==> config.mk <==
export PLATFORM = sky130hd
export DESIGN_NAME = wallace_cpa_pipe
export DESIGN_NICKNAME = d
export VERILOG_FILES = /design/src/rtl/wallace_cpa_pipe.sv
export SDC_FILE = /design/constraint.sdc
export NUM_CORES = 1
export LEC_CHECK = 0
export CAP_MARGIN = 20
export CORE_AREA = 2 2 115 117
export DETAILED_ROUTE_END_ITERATION = 6
export DIE_AREA = 0 0 117 119
export PLACE_DENSITY_LB_ADDON = 0.25
export SYNTH_ARGS = -nofsm -noshare
export SYNTH_HDL_FRONTEND = slang
export SYNTH_SLANG_ARGS = --single-unit
==> constraint.sdc <==
create_clock -name sys_clk -period 2.8 [get_ports sys_clk]
set_clock_uncertainty 0.15 [all_clocks]
set_input_delay 0.56 -clock sys_clk [delete_from_list [all_inputs] [get_ports sys_clk]]
set_output_delay 0.56 -clock sys_clk [all_outputs]
set_load 0.02 [all_outputs]
==> src/rtl/wallace_cpa_pipe.sv <==
// -----------------------------------------------------------------------------
// wallace_cpa_pipe
//
// Final carry-propagate adder of the Booth-4/Wallace 16x16 multiplier. It takes
// the two redundant rows from the compressor tree and resolves them into the
// product over two pipeline stages:
//   stage 1 : adds the low LO_W bits, keeps the carry-out and the raw high rows
//   stage 2 : adds the high rows plus the low carry, assembles the product
// Both sides use a valid/ready handshake so the consumer can stall the core.
//
// Ports
//   sys_clk     in   clock, all state updates on the rising edge
//   sys_rst_n   in   synchronous active-low reset
//   in_sum      in   sum row, aligned to product weight
//   in_carry    in   carry row, already shifted to its weight
//   in_valid    in   in_sum/in_carry hold a valid pair
//   in_ready    out  stage 1 can accept a pair this cycle
//   prod        out  (in_sum + in_carry) mod 2^WIDTH
//   prod_valid  out  prod holds a valid result
//   prod_ready  in   consumer accepts prod this cycle
// -----------------------------------------------------------------------------
module wallace_cpa_pipe #(
    parameter int WIDTH = 32,
    parameter int LO_W  = 16   // legal range 1..WIDTH-1
) (
    input  logic             sys_clk,
    input  logic             sys_rst_n,
    input  logic [WIDTH-1:0] in_sum,
    input  logic [WIDTH-1:0] in_carry,
    input  logic             in_valid,
    output logic             in_ready,
    output logic [WIDTH-1:0] prod,
    output logic             prod_valid,
    input  logic             prod_ready
);

    localparam int HI_W = WIDTH - LO_W;

    // Stage 1 registers
    logic [LO_W-1:0] lo_sum_q;
    logic            lo_c_q;
    logic [HI_W-1:0] hi_a_q;
    logic [HI_W-1:0] hi_b_q;
    logic            s1_valid_q;

    // Stage 2 (output) registers
    logic [WIDTH-1:0] prod_q;
    logic             prod_valid_q;

    // Handshake
    logic in_xfer;
    logic out_xfer;
    logic s2_adv;

    // Datapath
    logic [LO_W:0]   lo_add;   // one extra bit to capture the carry-out
    logic [HI_W-1:0] hi_add;   // carry out of the top bit is dropped (mod 2^WIDTH)

    assign out_xfer = prod_valid_q & prod_ready;
    assign s2_adv   = s1_valid_q & (~prod_valid_q | prod_ready);
    // Depends only on registered state and prod_ready, never on in_valid, so
    // the upstream valid cannot form a combinational loop through this stage.
    assign in_ready = ~s1_valid_q | s2_adv;
    assign in_xfer  = in_valid & in_ready;

    assign lo_add = {1'b0, in_sum[LO_W-1:0]} + {1'b0, in_carry[LO_W-1:0]};
    assign hi_add = hi_a_q + hi_b_q + HI_W'(lo_c_q);

    // Stage 1: capture the low-half sum and the untouched high rows.
    always_ff @(posedge sys_clk) begin
        // NOTE: reset is synchronous -- sys_rst_n is only sampled on the clock
        // edge, so it is not in the sensitivity list. Every register here is
        // plain flops (no RAM), so clearing the data along with the valid bit
        // costs nothing and makes reset state fully deterministic.
        if (!sys_rst_n) begin
            lo_sum_q   <= '0;
            lo_c_q     <= 1'b0;
            hi_a_q     <= '0;
            hi_b_q     <= '0;
            s1_valid_q <= 1'b0;
        end else if (in_xfer) begin
            // NOTE: non-blocking assignments for all state so every register
            // samples pre-edge values regardless of statement order.
            lo_sum_q   <= lo_add[LO_W-1:0];
            lo_c_q     <= lo_add[LO_W];
            hi_a_q     <= in_sum[WIDTH-1:LO_W];
            hi_b_q     <= in_carry[WIDTH-1:LO_W];
            s1_valid_q <= 1'b1;
        end else if (s2_adv) begin
            s1_valid_q <= 1'b0;
        end
    end

    // Stage 2: resolve the high half and hold the product until consumed.
    // prod only changes on s2_adv, so it is stable throughout a stall.
    always_ff @(posedge sys_clk) begin
        if (!sys_rst_n) begin
            prod_q       <= '0;
            prod_valid_q <= 1'b0;
        end else if (s2_adv) begin
            prod_q       <= {hi_add, lo_sum_q};
            prod_valid_q <= 1'b1;
        end else if (out_xfer) begin
            prod_valid_q <= 1'b0;
        end
    end

    assign prod       = prod_q;
    assign prod_valid = prod_valid_q;

endmodule

==> flow_summary.yaml <==
routing:
  drtPass1Iterations: 4
  via_per_inst: 5.01
  vias: 4172
  routedWlPerCell_um: 13.9
  drc: 0
  postRouteAntennaNets: 0
  routed_wl_um: 11600
  drt_iter0_markers: 140
timing:
  maxSlewViolCount: 0
  fin_hold_ws_ns: 0.304
  period_minus_slack_ns: 2.67
  fmax_ghz: 0.375
  finalSetupViolCount: 0
  slew_headroom: 0.652
  finalWorstSetupSlack_ns: 0.133
  rsz0062_at_grt: "no"
  hold_violations: 0
  tightest_slew_ns: 0.521
  min_period_over_period: 0.952
finish:
  layout-drive-gt1-share: 0.0732
  nFillCells: 1286
  finalNetCount: 752
  n_antenna_cell: 0
  syn2layout_area_growth_pct: 37.2
  final_cells: 832
  final_common_cell: "nand2_1"
  fin_area_um2: 5950
  final_cell_mix: "nand2_1, clkdlybuf4s50_1, a21oi_1, dfxtp_1, ha_1"
placed_design:
  dp_cells: 816
  placed_cell_area_um2: 5630
  dp_slack_ns: -0.275
  io_buffers: 101
  dpl.hpwl_um: 8650
  gp_congestion: 0.890
worst_setup_path:
  critPathRequiredTime_ns: 2.87
  r2r_start: "lo_c_q"
  crit_type: "reg -> reg"
  worst_path_max_delay_cell: "fa_1"
  worstPathCellList: "fa_1, inv_1, fa_2, nor2b_4, o31a_1, o41a_4, a311oi_2, xor2_1, o21ai_1"
  crit_start: "lo_c_q"
  start_kind: "flop"
  slowest_delay_ns: 0.48
  rr_worst_depth: 9
  crit_path_end_kind: "flop"
  path_max_fanout: 4
  arrival_ns: 2.74
logic_synthesis:
  synth_area_per_cell_um2: 7.96
  ys_seq_area_frac: 0.383
  yosysWarningCount: 0
  netlist_area_um2: 4340
  ys.flop_type: "dfxtp_1"
  synth_enable_flop_cells: 0
  synth.distinct_cells: 55
  syn_nets: 646
  async_flop_share: 0
  syn_inst: 545
  ys_ff_latch: 83
floorplan:
  pin_count: 102
  placementRows: 42
  die-area_um2: 13900
  die_x_um: 117
  die_h_um: 119
  core_area_um2: 12900
  start_util: 0.337
hold_path:
  hold_path.class: "reg -> reg"
  hold_path_startpoint: "lo_sum_q[2]"
  hold_depth: 2
clocking:
  post-cts-setup-buffer-count: 0
  cts_max_level: 3
  cts_sinks: 83
  cts_root_buf: "clkbuf_16"
  clk_path_buf_depth: 2
  hold_buffers: 0
  clock_latency_ns: 0.34
  cts_tree: "built"
  cts-buffers-inserted: 9
  clkTransAtPathRegs_ns: 0.06
run_status:
  status: "finished clean"
global_route:
  grt_pass1_wl_um: 18800
  grt_max_degree: 43
  grt_pass1_vias: 3904
  grt_antenna_before_repair: 0
  track_usage: 0.170
  grt-ovfl-total: 0
power_and_ir_drop:
  ir_worst_vdd_v: 0.000374
  power_mw: 3.12
  p_leak_nw: 2.30
  power_density_nw_per_um2: 525
job:
  maxCapViolCount: 0
==> timing repair <==
item / in CTS / in global routing
gates resized for setup: 0 / 4
hold endpoints to repair: 0 / 0
endpoints found under the setup margin: 0 / 4
==> cells by family (layout without fill, tap and decap cells) <==
group | Yosys count | after routing | share of synthesized area
compound gates | 172 | 172 | 0.245
buf+inv | 36 | 147 | 0.0311
fa+ha+maj | 33 | 33 | 0.100
mux | 3 | 3 | 0.00750
xor+xnor | 15 | 15 | 0.0303
flops | 83 | 83 | 0.383
simple gates | 203 | 203 | 0.203
==> metal layers <==
metal,GRT usage,up-vias,share of wire
met1,0.219,1933,0.44
met5,0,-,0
met4,0.0596,0,0.016
met2,0.288,83,0.50
met3,0.0229,13,0.043
li1,-,2143,-
==> flip-flops by register name (all words and copies together), names as in the netlist <==
signal and count:
hi_a_q 16, hi_b_q 16, lo_c_q 1, lo_sum_q 16, prod 32, prod_valid 1
s1_valid_q 1
==> power breakdown <==
part | switching [mW] | internal (mW) | total (mW)
logic | 0.315 | 0.299 | 0.614
registers | 0.0439 | 1.26 | 1.30
clock network | 0.491 | 0.719 | 1.21
==> path summary, 6_finish.rpt <==
kind | end | slack [ns]
max | prod[28] | 0.13
min | prod[2] | 0.30
max reg2reg | prod[28] | 0.13
min reg2reg | prod[2] | 0.30
==> cell usage after synthesis, types with 7 or more instances <==
| library cell | n | area [um^2] |
|---|---|---|
| nor2_1 | 25 | 93.8 |
| a21o_1 | 9 | 67.6 |
| nand3_1 | 14 | 70.1 |
| inv_1 | 8 | 30.0 |
| dfxtp_1 | 83 | 1660 |
| o21ai_0 | 25 | 125 |
| a211oi_1 | 8 | 60.1 |
| a21oi_1 | 84 | 420 |
| xnor2_1 | 10 | 87.6 |
| o211ai_1 | 7 | 52.6 |
| nand2_1 | 128 | 480 |
| clkbuf_1 | 27 | 101 |
| ha_1 | 30 | 375 |
==> worst max-delay path, delay by kind of cell, from the launching register on <==
kind,cells,cell delay [ns]
flip-flops,1,0.33
XOR/XNOR,1,0.20
AND/OR/NAND/NOR,1,0.05
buffers and inverters,1,0.10
AO/OA/AOI/OAI,4,1.01
adder cells (fa/ha/maj),2,0.72
==> per-stage QoR <==
| stage | TNS [ns] | utilization |
|---|---|---|
| 6_report | 0 | 0.462 |
| 3_5_place_dp | -1.10 | 0.437 |
| 2_1_floorplan | 0 | - |
| 5_1_grt | 0 | 0.462 |
| 4_1_cts | 0 | 0.461 |
| 3_3_place_gp | -0.568 | 0.437 |
==> area by class of cell <==
| class | count | area (um^2) | area share |
|---|---|---|---|
| repair buffers | 122 | 1170 | 0.196 |
| flip-flops and latches | 83 | 1660 | 0.279 |
| clock inverters | 5 | 62.6 | 0.0105 |
| multi-input cells | 426 | 2560 | 0.431 |
| inverters | 9 | 33.8 | 0.00568 |
| clock buffers | 11 | 243 | 0.0408 |
| well taps | 176 | 220 | 0.0370 |
Power figures use the tool's default switching activity.
